===== src/rtl/arm_bus_pkg.sv =====
// Shared widths, state encodings and constants for the ARM asynchronous bus front end.
package arm_bus_pkg;

    localparam int ARM_ADDR_W  = 24;
    localparam int ARM_DATA_W  = 32;
    localparam int ARM_BE_W    = 4;
    localparam int DATA_SYNC_W = ARM_ADDR_W + ARM_DATA_W + ARM_BE_W;
    localparam int CTRL_SYNC_W = 3;

    localparam logic [ARM_DATA_W-1:0] RD_TIMEOUT_DATA = 32'hDEADBEEF;

    typedef enum logic [2:0] {
        IDLE,
        WRITE,
        READ,
        DRIVE,
        WAIT_END
    } state_e;

    typedef enum logic [1:0] {
        TXN_WR,
        TXN_RD,
        TXN_ERR
    } txn_e;

    // A collision transaction owns both strobes, so both must be released before ending it.
    function automatic logic strobe_released(input txn_e kind, input logic ws_s, input logic rs_s);
        case (kind)
            TXN_WR:  return ws_s;
            TXN_RD:  return rs_s;
            default: return ws_s & rs_s;
        endcase
    endfunction

endpackage


===== src/rtl/bus_sync_chain.sv =====
// Multi-flop synchronizer for a bundle of asynchronous inputs with a configurable reset value.
module bus_sync_chain #(
    parameter int               WIDTH     = 1,
    parameter int               DEPTH     = 2,
    parameter logic [WIDTH-1:0] RESET_VAL = '0
) (
    input  logic             clk,
    input  logic             rst,
    input  logic [WIDTH-1:0] d_in,
    output logic [WIDTH-1:0] d_out
);

    logic [WIDTH-1:0] stage_q [DEPTH];
    logic [WIDTH-1:0] stage_d [DEPTH];

    always_comb begin
        stage_d[0] = d_in;
        for (int i = 1; i < DEPTH; i++) begin
            stage_d[i] = stage_q[i-1];
        end
    end

    always_ff @(posedge clk) begin
        if (rst) begin
            for (int i = 0; i < DEPTH; i++) begin
                stage_q[i] <= RESET_VAL;
            end
        end else begin
            stage_q <= stage_d;
        end
    end

    assign d_out = stage_q[DEPTH-1];

endmodule


===== src/rtl/arm_bus_front.sv =====
// ARM asynchronous bus front end: synchronizes the raw bus, glitch-filters strobes and issues register-file requests.
// Optional macro ARM_BUS_DTACK_EN drives arm_dtack_b over the transfer window; without it arm_dtack_b is tied high.
module arm_bus_front
    import arm_bus_pkg::*;
#(
    parameter int SYNC_STAGES = 2,
    parameter int RD_TIMEOUT  = 15
) (
    input  logic                  clk,
    input  logic                  rst,
    input  logic [ARM_ADDR_W-1:0] arm_a,
    input  logic [ARM_DATA_W-1:0] arm_d_in,
    input  logic [ARM_BE_W-1:0]   arm_be_b,
    input  logic                  cs_b,
    input  logic                  ws_b,
    input  logic                  rs_b,
    output logic [ARM_ADDR_W-1:0] bus_addr,
    output logic [ARM_DATA_W-1:0] bus_wdata,
    output logic [ARM_BE_W-1:0]   bus_be,
    output logic                  bus_wr,
    output logic                  bus_rd,
    input  logic [ARM_DATA_W-1:0] bus_rdata,
    input  logic                  bus_rvalid,
    output logic [ARM_DATA_W-1:0] arm_d_out,
    output logic                  arm_d_oe,
    output logic                  arm_dtack_b,
    output logic                  err
);

    localparam int               CNT_W      = $clog2(RD_TIMEOUT + 1);
    localparam logic [CNT_W-1:0] TMO_LAST   = CNT_W'(RD_TIMEOUT - 1);
    localparam logic [2:0]       SETTLE_MAX = 3'(SYNC_STAGES);

    logic [ARM_ADDR_W-1:0]  a_s;
    logic [ARM_DATA_W-1:0]  d_s;
    logic [ARM_BE_W-1:0]    be_s;
    logic                   cs_s;
    logic                   ws_s;
    logic                   rs_s;
    logic [DATA_SYNC_W-1:0] data_s;
    logic [CTRL_SYNC_W-1:0] ctrl_s;

    bus_sync_chain #(
        .WIDTH     (DATA_SYNC_W),
        .DEPTH     (SYNC_STAGES),
        .RESET_VAL ({DATA_SYNC_W{1'b0}})
    ) u_data_sync (
        .clk   (clk),
        .rst   (rst),
        .d_in  ({arm_a, arm_d_in, arm_be_b}),
        .d_out (data_s)
    );

    bus_sync_chain #(
        .WIDTH     (CTRL_SYNC_W),
        .DEPTH     (SYNC_STAGES),
        .RESET_VAL ({CTRL_SYNC_W{1'b1}})
    ) u_ctrl_sync (
        .clk   (clk),
        .rst   (rst),
        .d_in  ({cs_b, ws_b, rs_b}),
        .d_out (ctrl_s)
    );

    assign {a_s, d_s, be_s}   = data_s;
    assign {cs_s, ws_s, rs_s} = ctrl_s;

    state_e                state_q,     state_d;
    txn_e                  kind_q,      kind_d;
    logic                  wr_seen_q,   wr_seen_d;
    logic                  rd_seen_q,   rd_seen_d;
    logic                  armed_q,     armed_d;
    logic [2:0]            settle_q,    settle_d;
    logic                  rd_wait_q,   rd_wait_d;
    logic [CNT_W-1:0]      tmo_cnt_q,   tmo_cnt_d;
    logic [ARM_ADDR_W-1:0] bus_addr_q,  bus_addr_d;
    logic [ARM_DATA_W-1:0] bus_wdata_q, bus_wdata_d;
    logic [ARM_BE_W-1:0]   bus_be_q,    bus_be_d;
    logic                  bus_wr_q,    bus_wr_d;
    logic                  bus_rd_q,    bus_rd_d;
    logic [ARM_DATA_W-1:0] arm_d_out_q, arm_d_out_d;
    logic                  arm_d_oe_q,  arm_d_oe_d;
    logic                  err_q,       err_d;
`ifdef ARM_BUS_DTACK_EN
    logic                  dtack_b_q,   dtack_b_d;
`endif

    // Requests are only accepted once the synchronizers hold real post-reset samples and the
    // strobes have been seen released, so a strobe held low across reset cannot start a transfer.
    always_comb begin
        state_d     = state_q;
        kind_d      = kind_q;
        wr_seen_d   = 1'b0;
        rd_seen_d   = 1'b0;
        armed_d     = armed_q;
        settle_d    = (settle_q < SETTLE_MAX) ? settle_q + 3'd1 : settle_q;
        rd_wait_d   = rd_wait_q;
        tmo_cnt_d   = tmo_cnt_q;
        bus_addr_d  = bus_addr_q;
        bus_wdata_d = bus_wdata_q;
        bus_be_d    = bus_be_q;
        bus_wr_d    = 1'b0;
        bus_rd_d    = 1'b0;
        arm_d_out_d = arm_d_out_q;
        arm_d_oe_d  = arm_d_oe_q;
        err_d       = err_q;
`ifdef ARM_BUS_DTACK_EN
        dtack_b_d   = dtack_b_q;
`endif

        case (state_q)
            IDLE: begin
                if (settle_q == SETTLE_MAX && ws_s && rs_s) begin
                    armed_d = 1'b1;
                end
                if (armed_q && !cs_s) begin
                    if (!ws_s && !rs_s) begin
                        err_d   = 1'b1;
                        kind_d  = TXN_ERR;
                        state_d = WAIT_END;
                    end else if (!ws_s) begin
                        wr_seen_d = 1'b1;
                        if (wr_seen_q) begin
                            bus_addr_d  = a_s;
                            bus_wdata_d = d_s;
                            bus_be_d    = ~be_s;
                            kind_d      = TXN_WR;
                            state_d     = WRITE;
                        end
                    end else if (!rs_s) begin
                        rd_seen_d = 1'b1;
                        if (rd_seen_q) begin
                            bus_addr_d = a_s;
                            bus_be_d   = ~be_s;
                            kind_d     = TXN_RD;
                            rd_wait_d  = 1'b0;
                            state_d    = READ;
                        end
                    end
                end
            end

            WRITE: begin
                bus_wr_d = 1'b1;
                state_d  = WAIT_END;
`ifdef ARM_BUS_DTACK_EN
                dtack_b_d = 1'b0;
`endif
            end

            READ: begin
                if (!rd_wait_q) begin
                    bus_rd_d  = 1'b1;
                    tmo_cnt_d = '0;
                    rd_wait_d = 1'b1;
                end else if (bus_rvalid || tmo_cnt_q == TMO_LAST) begin
                    arm_d_out_d = bus_rvalid ? bus_rdata : RD_TIMEOUT_DATA;
                    err_d       = err_q | ~bus_rvalid;
                    arm_d_oe_d  = 1'b1;
                    state_d     = DRIVE;
`ifdef ARM_BUS_DTACK_EN
                    dtack_b_d = 1'b0;
`endif
                end else begin
                    tmo_cnt_d = tmo_cnt_q + 1'b1;
                end
            end

            DRIVE: begin
                state_d = WAIT_END;
            end

            WAIT_END: begin
                if (cs_s || strobe_released(kind_q, ws_s, rs_s)) begin
                    arm_d_oe_d = 1'b0;
                    state_d    = IDLE;
`ifdef ARM_BUS_DTACK_EN
                    dtack_b_d = 1'b1;
`endif
                end
            end

            default: begin
                state_d = IDLE;
            end
        endcase
    end

    always_ff @(posedge clk) begin
        if (rst) begin
            state_q     <= IDLE;
            kind_q      <= TXN_WR;
            wr_seen_q   <= 1'b0;
            rd_seen_q   <= 1'b0;
            armed_q     <= 1'b0;
            settle_q    <= 3'd0;
            rd_wait_q   <= 1'b0;
            tmo_cnt_q   <= '0;
            bus_addr_q  <= '0;
            bus_wdata_q <= '0;
            bus_be_q    <= '0;
            bus_wr_q    <= 1'b0;
            bus_rd_q    <= 1'b0;
            arm_d_out_q <= '0;
            arm_d_oe_q  <= 1'b0;
            err_q       <= 1'b0;
`ifdef ARM_BUS_DTACK_EN
            dtack_b_q   <= 1'b1;
`endif
        end else begin
            state_q     <= state_d;
            kind_q      <= kind_d;
            wr_seen_q   <= wr_seen_d;
            rd_seen_q   <= rd_seen_d;
            armed_q     <= armed_d;
            settle_q    <= settle_d;
            rd_wait_q   <= rd_wait_d;
            tmo_cnt_q   <= tmo_cnt_d;
            bus_addr_q  <= bus_addr_d;
            bus_wdata_q <= bus_wdata_d;
            bus_be_q    <= bus_be_d;
            bus_wr_q    <= bus_wr_d;
            bus_rd_q    <= bus_rd_d;
            arm_d_out_q <= arm_d_out_d;
            arm_d_oe_q  <= arm_d_oe_d;
            err_q       <= err_d;
`ifdef ARM_BUS_DTACK_EN
            dtack_b_q   <= dtack_b_d;
`endif
        end
    end

    assign bus_addr  = bus_addr_q;
    assign bus_wdata = bus_wdata_q;
    assign bus_be    = bus_be_q;
    assign bus_wr    = bus_wr_q;
    assign bus_rd    = bus_rd_q;
    assign arm_d_out = arm_d_out_q;
    assign arm_d_oe  = arm_d_oe_q;
    assign err       = err_q;
`ifdef ARM_BUS_DTACK_EN
    assign arm_dtack_b = dtack_b_q;
`else
    assign arm_dtack_b = 1'b1;
`endif

endmodule


===== config.mk =====
export PLATFORM = sky130hd
export DESIGN_NAME = arm_bus_front
export DESIGN_NICKNAME = d
export VERILOG_FILES = /design/src/rtl/arm_bus_pkg.sv /design/src/rtl/bus_sync_chain.sv /design/src/rtl/arm_bus_front.sv
export SDC_FILE = /design/constraint.sdc
export NUM_CORES = 1
export LEC_CHECK = 0
export ABC_AREA = 1
export CAP_MARGIN = 25
export CORE_ASPECT_RATIO = 0.6
export CORE_MARGIN = 2
export CORE_UTILIZATION = 40
export DETAILED_ROUTE_END_ITERATION = 8
export PLACE_DENSITY = 0.79
export SYNTH_ARGS = -nofsm -noshare
export SYNTH_HDL_FRONTEND = slang
export SYNTH_SLANG_ARGS = --single-unit

===== constraint.sdc =====
create_clock -name clk -period 1.3 [get_ports clk]
set_input_delay 0.195 -clock clk [delete_from_list [all_inputs] [get_ports clk]]
set_output_delay 0.195 -clock clk [all_outputs]
set_load 0.02 [all_outputs]

# After elaboration in Yosys (flattened, before gate mapping)
# Cells that the tools add are included.
[totals] register_bits=238 latch_bits=0 ramBits=0 mem_bits_ro=0 output_inout_bits=97 wordCells=132 memories=0
[classes] n_addsub=2 n_mul=0 div=0 magnitude_cmp=1 eq_ne=24 shifts=0 n_mux=47 n_bitwise=9 n_reduce_logical=29
[ops] cell="24-bit two-way mux" count=4
[ops] cell="32-bit two-way mux" count=1
[ops] cell="3-bit two-way mux" count=9
[ops] cell="4-bit two-way mux" count=6
[ops] cell="2-bit != test (second input constant)" count=11
[ops] cell="1-bit two-way mux" count=17
[ops] cell="5-bit AND reduction" count=3
[ops] cell="3-bit case mux with 4 select lines" count=1
[ops] cell="6-bit AND reduction" count=2
[ops] cell="2-bit two-way mux" count=5
[ops] cell="3-bit by 2-bit == test with 1-bit output (second input constant)" count=3
[ops] cell="4-bit != test (second input constant)" count=2
[ops] cell="1-bit case mux with 2 select lines" count=4
[ops] cell="7-bit AND reduction" count=1
[ops] cell="3-bit != test (second input constant)" count=2
[ops] cell="1-bit NOT" count=6
[ops] cell="2-bit nonzero test" count=3
[ops] cell="5-bit OR reduction" count=1
[ops] cell="4-bit by 1-bit adder with 4-bit output (second input constant)" count=1
[ops] cell="4-bit == test (second input constant)" count=1
[ops] cell="1-bit logical AND" count=4
[ops] cell="4-bit by 3-bit != test with 1-bit output (second input constant)" count=1
[ops] cell="4-bit NOT" count=1
[ops] cell="2-bit AND reduction" count=2
[ops] cell="other kinds (17)" count=21

# Longest topological paths before layout
# Gate-level depths: netlist of the first run.
[logic_depth] ltp_word=6 depth_mapped=11

# Modules after synthesis
# Synthesis of the first run repeated with hierarchy kept, for this count alone.
[hier_totals] hier_cells=933 area_unflattened_um2=7897.6
[modules_own_cells] mod="arm_bus_front" n_inst=1 cells_each=541 area_per_inst_um2=4291.6 seq_area_each_um2=2242.2
[modules_own_cells] mod="bus_sync_chain at u_data_sync" n_inst=1 cells_each=373 area_per_inst_um2=3437.0 seq_area_each_um2=2402.3
[modules_own_cells] mod="bus_sync_chain at u_ctrl_sync" n_inst=1 cells_each=19 area_per_inst_um2=168.9 seq_area_each_um2=120.1

# Worst setup path before layout of the first run
# Ideal clock, no wire load.
[synth_timing] path_type="register -> register" from="reg u_ctrl_sync.stage_q (netlist bit u_ctrl_sync.d_out[0])" to="reg bus_addr_q[15], in the netlist bus_addr[15]" setup_ns=0.065 arrival_ns=1.381 required_ns=1.235 path_slack_ns=-0.146 stages_incl_launch_ff=8 synth_period_minus_slack_ns=1.446 cell_sequence="dfxtp_1 inv_1 ha_1 and3_1 nand2_4 clkbuf_1 o21ai_0 nor2_1"
[synth_between] elab_chain_cells=4 elab_cells_between_ends=5 classes_between="eq/ne: 1; bitwise: 1; reduce/logical: 3"
[synth_lines] element="start, declared" line="bus_sync_chain.sv:13" source="logic [WIDTH-1:0] stage_q [DEPTH];"
[synth_lines] element="start signal, assigned" line="bus_sync_chain.sv:29" source="stage_q <= stage_d;"
[synth_lines] element="1-bit zero test"
[synth_lines] element="1-bit logical AND" line="arm_bus_front.sv:117" source="if (!ws_s && !rs_s) begin"
[synth_lines] element="1-bit NOT (no source line)"
[synth_lines] element="6-bit AND reduction (no source line) *"
[synth_lines] element="end signal, assigned" line="arm_bus_front.sv:219" source="bus_addr_q <= bus_addr_d;"
[synth_lines] element="end, declared" line="arm_bus_front.sv:76" source="logic [ARM_ADDR_W-1:0] bus_addr_q, bus_addr_d;"
# Mark *: on every way between the ends. The rest lies on a longest branch, timed or not.
# A chain may end at the register's enable or synchronous reset.

# Final worst setup path of the first run
[layout_timing] from="reg state_q[2]" to="reg arm_d_out_q[5], in the netlist arm_d_out[5]"
[layout_between] elab_chain_cells=2
[layout_lines] element="start, declared" line="arm_bus_front.sv:68" source="state_e state_q, state_d;"
[layout_lines] element="start signal, assigned" line="arm_bus_front.sv:211" source="state_q <= state_d;"
[layout_lines] element="3-bit by 2-bit == test with 1-bit output" line="arm_bus_front.sv:111" source="case (state_q)"
[layout_lines] element="3-bit AND reduction (no source line)"
[layout_lines] element="end signal, assigned" line="arm_bus_front.sv:224" source="arm_d_out_q <= arm_d_out_d;"
[layout_lines] element="end, declared" line="arm_bus_front.sv:81" source="logic [ARM_DATA_W-1:0] arm_d_out_q, arm_d_out_d;"
# No other way between the ends.

==> out/qor.csv, run 1 <==
metric,value,unit
gr-max-usage-layer,met2,
pwr-share-clk,0.437,
overflow,0,
drt-total-wl,20.7,mm
drv_cap,0,
required,1.72,ns
syn-instance-count,954,
reg2reg_from,state_q[2],
place_congestion,0.864,
start_kind,flop,
final_common_cell,nor2_1,
core,19200,um^2
final_cell_mix,"nor2_1, dfxtp_1, inv_1",
reg2reg_to,arm_d_out[5],
cts_buffers,22,
combinationalPowerShare,0.062,
drtIter0Drc,415,
ys_seq_area_frac,0.604,
tritoncts,done,
num_rows,39,
clockBufferDepth,3,
seqPwrFrac,0.502,
hold_violations,0,
nets,1306,
syn_nets,1059,
rsz0062_at_grt,true,
critical_path_class,flop to flop,
postLayoutCoreUtil,0.606,
port_buffers,193,
grt_antenna_before_repair,0,
period_needed,1.46,ns
clk_latency,0.50,ns
num-fill-cells,1614,
clkTransAtPathRegs,0.07,ns
synth.distinct_cells,32,
p_int,0.0119,W
finalSetupViolations,99,
met3_usage,0.0315,
fin_setup_tns,-7.08,ns
crit_start,state_q[2],
synth_area,7880,um^2
n_antenna_cell,0,
arrival,1.88,ns
grt.total_usage,0.177,
switching_share,0.213,
synth-seq-cells,238,
route.detailed.drc,0,
grt_pass1_wl,30.1,mm
grt_pass1_vias,6205,
start_util,0.411,
dieArea,20900,um^2
dr.pass1.iters,5,
cts-htree-levels,1,
finClkSkew,0.0133,ns
post-route-period-util,1.12,
synth_edf_count,0,
grt_max_degree,69,
leakagePower,5.27,nW
endpoint_kind,flop,
cts.sinks,238,
setup_ws,-0.156,ns
ys.flop_type,dfxtp_1,
report.final.slew_viol_count,0,
ant_nets,0,
status,finished with violations,
cp_max_fo,12,
r2r_slack,-0.16,ns
endpoint,arm_d_out[5],
async_flop_share,0,
min_path_type,primary input to flop,
p_sw,0.00324,W
power_density,1310,nW/um^2
r2r_cells,8,
vdd_drop_max,0.804,mV
syn_to_final_growth,47.3,%
maxClockFrequency,0.687,GHz
vias,6666,
die_y,113,um
grtUsageMet2,0.282,
vias_per_cell,4.50,
syn_avg_cell_area,8.26,um^2
yosys_warnings,0,
use_met1,0.250,
dp_hpwl,12.9,mm
cts-root-buf,clkbuf_16,
layout-drive-gt1-share,0.265,
die_w,185,um
violations,negative setup slack,
routedWlPerCell,14.0,um
top_level_ports,195,
==> final cells by class <==
cell class,count,area [um^2],area share
inverter,149,598,0.0515
timing repair buffer,269,2430,0.209
clock buffer,32,658,0.0567
tap,266,333,0.0287
sequential,238,4780,0.412
multi-input combinational,521,2710,0.234
clock inverter,7,100,0.00862
==> stage by stage <==
stage / cells / setup slack, ns / cell area [um^2] / hold WS (ns) / power (W)
final: 1482 / -0.156 / 11600 / 0.0452 / 0.0152
after global routing: 1482 / -0.229 / 11600 / 0.0593 / 0.0158
after CTS: 1462 / -0.116 / 10900 / 0.0269 / 0.0153
after detailed placement: 1419 / -0.260 / 10500 / 0.392 / 0.00865
after global placement: 1419 / -0.211 / 10500 / 0.389 / 0.00861
after floorplan: 954 / -0.0211 / 8010 / 0.299 / 0.00819
==> how the worst min path moves through the flow <==
stage	from	endpoint	slack [ns]	cells past startpoint
global route	rst	u_data_sync.stage_d[28]	0.06	2
floorplan	rs_b	u_ctrl_sync.stage_d[0]	0.30	1
CTS	rst	u_data_sync.stage_d[25]	0.03	2
finish	rst	u_data_sync.stage_d[25]	0.05	2
global placement	u_data_sync.stage_d[44]	u_data_sync.d_out[44]	0.39	2
detailed placement	u_data_sync.stage_d[38]	u_data_sync.d_out[38]	0.39	2
==> kinds of logic (layout without fill, tap and decap cells) <==
family	Yosys count	in the layout	share of synthesized area
AO/OA/AOI/OAI	137	137	0.0879
XOR/XNOR	2	2	0.00222
adder cells (fa/ha/maj)	7	7	0.0111
buffers and inverters	195	457	0.101
flip-flops	238	238	0.604
other	1	1	0.000476
AND/OR/NAND/NOR	374	374	0.193
==> cells in the mapped netlist (2+ instances only) <==
| cell type | n | area [um^2] |
|---|---|---|
| nor2_1 | 260 | 976 |
| dfxtp_1 | 238 | 4760 |
| inv_1 | 145 | 544 |
| nand2_1 | 79 | 297 |
| o21ai_0 | 67 | 335 |
| a21oi_1 | 44 | 220 |
| o21ai_1 | 22 | 110 |
| clkbuf_1 | 21 | 78.8 |
| buf_2 | 17 | 85.1 |
| nand3_1 | 12 | 60.1 |
| ha_1 | 7 | 87.6 |
| or2_2 | 6 | 37.5 |
| nor3_1 | 5 | 25.0 |
| buf_4 | 4 | 30.0 |
| buf_6 | 3 | 33.8 |
| inv_2 | 3 | 11.3 |
| nand2_4 | 3 | 33.8 |
| nand4_1 | 2 | 12.5 |
| nor2_4 | 2 | 22.5 |
| xor2_1 | 2 | 17.5 |
==> power by group through the flow <==
stage	clock network (W)	logic (W)	registers (W)
CTS	0.00677	0.000901	0.00761
detailed placement	0	0.000879	0.00777
floorplan	0	0.000438	0.00775
finish	0.00663	0.000934	0.00761
global route	0.00708	0.00104	0.00763
global placement	0	0.000853	0.00776
==> worst max-delay path, stage by stage (launching register included) <==
cell and delay (ns):
dfxtp_2 0.33, nor2_4 0.14, buf_6 0.15, nand2_8 0.08, nor2_4 0.14, buf_12 0.15, clkbuf_16 0.17, o21ai_1 0.07
a21oi_1 0.15
==> flip-flops by register name (all words and copies together) (netlist names) <==
register,flops
u_data_sync.d_out,60
u_data_sync.stage_d,60
arm_d_out,32
bus_wdata,32
bus_addr,24
bus_be,4
tmo_cnt_q,4
settle_q,3
state_q,3
u_ctrl_sync.d_out,3
u_ctrl_sync.stage_d,3
kind_q,2
arm_d_oe,1
armed_q,1
bus_rd,1
bus_wr,1
err,1
rd_seen_q,1
rd_wait_q,1
wr_seen_q,1
==> layer usage <==
metal	share of wire	vias to the layer above
met5	0	-
met4	0.017	0
met3	0.060	36
met2	0.44	175
met1	0.48	3063
li1	-	3392
==> timing repair <==
| item | in CTS | in global routing |
|---|---|---|
| hold buffers | 0 | 0 |
| cloned | 1 | 11 |
| resized for setup | 436 | 120 |
| setup endpoints to repair | 199 | 110 |
| buffers inserted | 3 | 9 |
| pin swaps | 16 | 44 |
(Power assumes the default switching activity.)
==> run 2: changes to the inputs <==
--- a/config.mk
+++ b/config.mk
@@ -10,6 +10,7 @@
 export CORE_ASPECT_RATIO = 0.6
 export CORE_MARGIN = 2
 export CORE_UTILIZATION = 40
+export CTS_BUF_LIST = sky130_fd_sc_hd__clkbuf_16
 export DETAILED_ROUTE_END_ITERATION = 8
 export PLACE_DENSITY = 0.79
 export SYNTH_ARGS = -nofsm -noshare
==> run 2 against run 1 <==
The flow still finishes with violations (negative setup slack). Clock skew fell by 0.0032 ns. Power fell by 3.0%. Worst setup slack got worse by 0.037 ns. Global-route usage rose by 0.12 points. Routed wire length fell by 0.51%. Sequential share of layout area barely moved. Non-clock buffer count fell by 5. Maximum frequency fell by 2.5%. Critical path depth rose by 2. Hold slack improved by 0.0013 ns. Largest cell class unchanged.
==> out/qor.csv, run 2 (synthesis results as in run 1) <==
metric,value,unit
drtIter0Drc,421,
cts.sinks,238,
finalSetupViolations,100,
port_buffers,193,
status,finished with violations,
syn_to_final_growth,47.3,%
grt_pass1_vias,6186,
endpoint_kind,flop,
clk_latency,0.50,ns
combinationalPowerShare,0.063,
period_needed,1.49,ns
cpPeakStageDelay,0.32,ns
die_y,113,um
endpoint,arm_d_out[5],
worst_path_most_repeated_cell,nand2_4,
maxClockFrequency,0.669,GHz
finClkSkew,0.0101,ns
dp_cells,1419,
crit_chain,inv_2 -> ha_4 -> nand3_4 -> nand2_4 -> nand2_4 -> nor2_4 -> buf_4 -> clkbuf_16 -> o21ai_1 -> a21oi_1,
timing.critical_path.buf_inv,3,
core,19200,um^2
post-route-period-util,1.15,
setup_ws,-0.194,ns
r2r_cells,10,
violations,negative setup slack,
r2r_slack,-0.19,ns
vias_per_cell,4.48,
start_kind,flop,
nets,1301,
vias,6623,
power_density,1270,nW/um^2
switching_share,0.219,
overflow,0,
num_rows,39,
crit_path_top_delay_cell,dfxtp_2,
num-fill-cells,1627,
dieArea,20900,um^2
leakagePower,5.28,nW
critical_path_class,flop to flop,
placed_cell_area,10500,um^2
multiInputGateArea,2830,um^2
min_path_type,primary input to flop,
required,1.72,ns
cp_max_fo,12,
final_common_cell,dfxtp_1,
cts-htree-levels,1,
pwr-share-clk,0.420,
reg2reg_from,tmo_cnt_q[0],
grt.total_usage,0.178,
crit_family,buffers and inverters,
reg2reg_to,arm_d_out[5],
fin_cells,1477,
n_antenna_cell,0,
cts_buffers,22,
path_depth,10,
holdWs,0.0465,ns
rsz0062_at_grt,true,
clockBufferDepth,3,
pre_cts_slack,-0.260,ns
route.detailed.drc,0,
p_int,0.0115,W
fin_area,11600,um^2
grt_antenna_before_repair,0,
cts-hold-fix-buffers,0,
dr.pass1.iters,6,
seq_area,4790,um^2
routedWlPerCell,13.9,um
start_util,0.411,
top_level_ports,195,
hold_violations,0,
grt_max_degree,69,
ant_nets,0,
arrival,1.91,ns
layout-drive-gt1-share,0.272,
seqPwrFrac,0.517,
report.final.slew_viol_count,0,
drt-total-wl,20.6,mm
vdd_drop_max,0.804,mV
p_sw,0.00322,W
dp_hpwl,12.9,mm
place_congestion,0.864,
grt_pass1_wl,30.2,mm
crit_start,tmo_cnt_q[0],
drv_cap,0,
final_cell_mix,"dfxtp_1, nor2_1, inv_1",
cts-root-buf,clkbuf_16,
clkTransAtPathRegs,0.06,ns
total_power,0.0147,W
tritoncts,done,
die_w,185,um
-- run 2: worst min path at each step --
stage | from | endpoint | slack [ns] | cells after the start
final | rst | u_data_sync.stage_d[25] | 0.05 | 2
after global routing | rst | u_data_sync.stage_d[28] | 0.06 | 2
after CTS | rst | u_data_sync.stage_d[25] | 0.03 | 2
after detailed placement | u_data_sync.stage_d[38] | u_data_sync.d_out[38] | 0.39 | 2
after global placement | u_data_sync.stage_d[44] | u_data_sync.d_out[44] | 0.39 | 2
after floorplan | rs_b | u_ctrl_sync.stage_d[0] | 0.30 | 1
-- run 2: cell type report --
type | instances | area share
multi-input combinational | 521 | 0.243
clock inverter | 17 | 0.0118
tap | 266 | 0.0287
inverter | 149 | 0.0512
clock buffer | 22 | 0.0474
sequential | 238 | 0.412
timing repair buffer | 264 | 0.205
-- run 2: power by group through the flow --
stage	combinational, W	clock [W]	sequential [W]
6_report	0.000934	0.00618	0.00761
5_1_grt	0.00104	0.00664	0.00763
4_1_cts	0.000909	0.00630	0.00761
3_5_place_dp	0.000879	0	0.00777
3_3_place_gp	0.000853	0	0.00776
2_1_floorplan	0.000438	0	0.00775
-- run 2: routing by layer --
layer	wire length, um	share of wire	global-route usage	vias up
li1	-	-	-	3375
met2	9050	0.44	0.286	181
met4	352	0.017	0.0365	0
met3	1210	0.059	0.0290	35
met1	9960	0.48	0.254	3032
met5	0	0	0	-
-- run 2: per-stage QoR --
step                 util  TNS (ns)
global placement    0.547    -11.06
detailed placement  0.547    -13.42
finish              0.606    -10.65
CTS                 0.572     -5.99
floorplan               -   -0.0739
global route        0.606    -18.49
-- run 2: what timing repair did --
action | in CTS | in global routing
setup endpoints to repair | 199 | 111
buffers inserted | 7 | 4
pin swaps | 16 | 29
gates resized for setup | 448 | 147
cloned | 1 | 9
==> run 3: changes to the inputs <==
--- a/config.mk
+++ b/config.mk
@@ -11,6 +11,7 @@
 export CORE_MARGIN = 2
 export CORE_UTILIZATION = 40
 export CTS_BUF_LIST = sky130_fd_sc_hd__clkbuf_16
+export CTS_CLUSTER_SIZE = 16
 export DETAILED_ROUTE_END_ITERATION = 8
 export PLACE_DENSITY = 0.79
 export SYNTH_ARGS = -nofsm -noshare
==> results of run 3 <==
Final layout, timing and power as in run 2 (identical DEF).
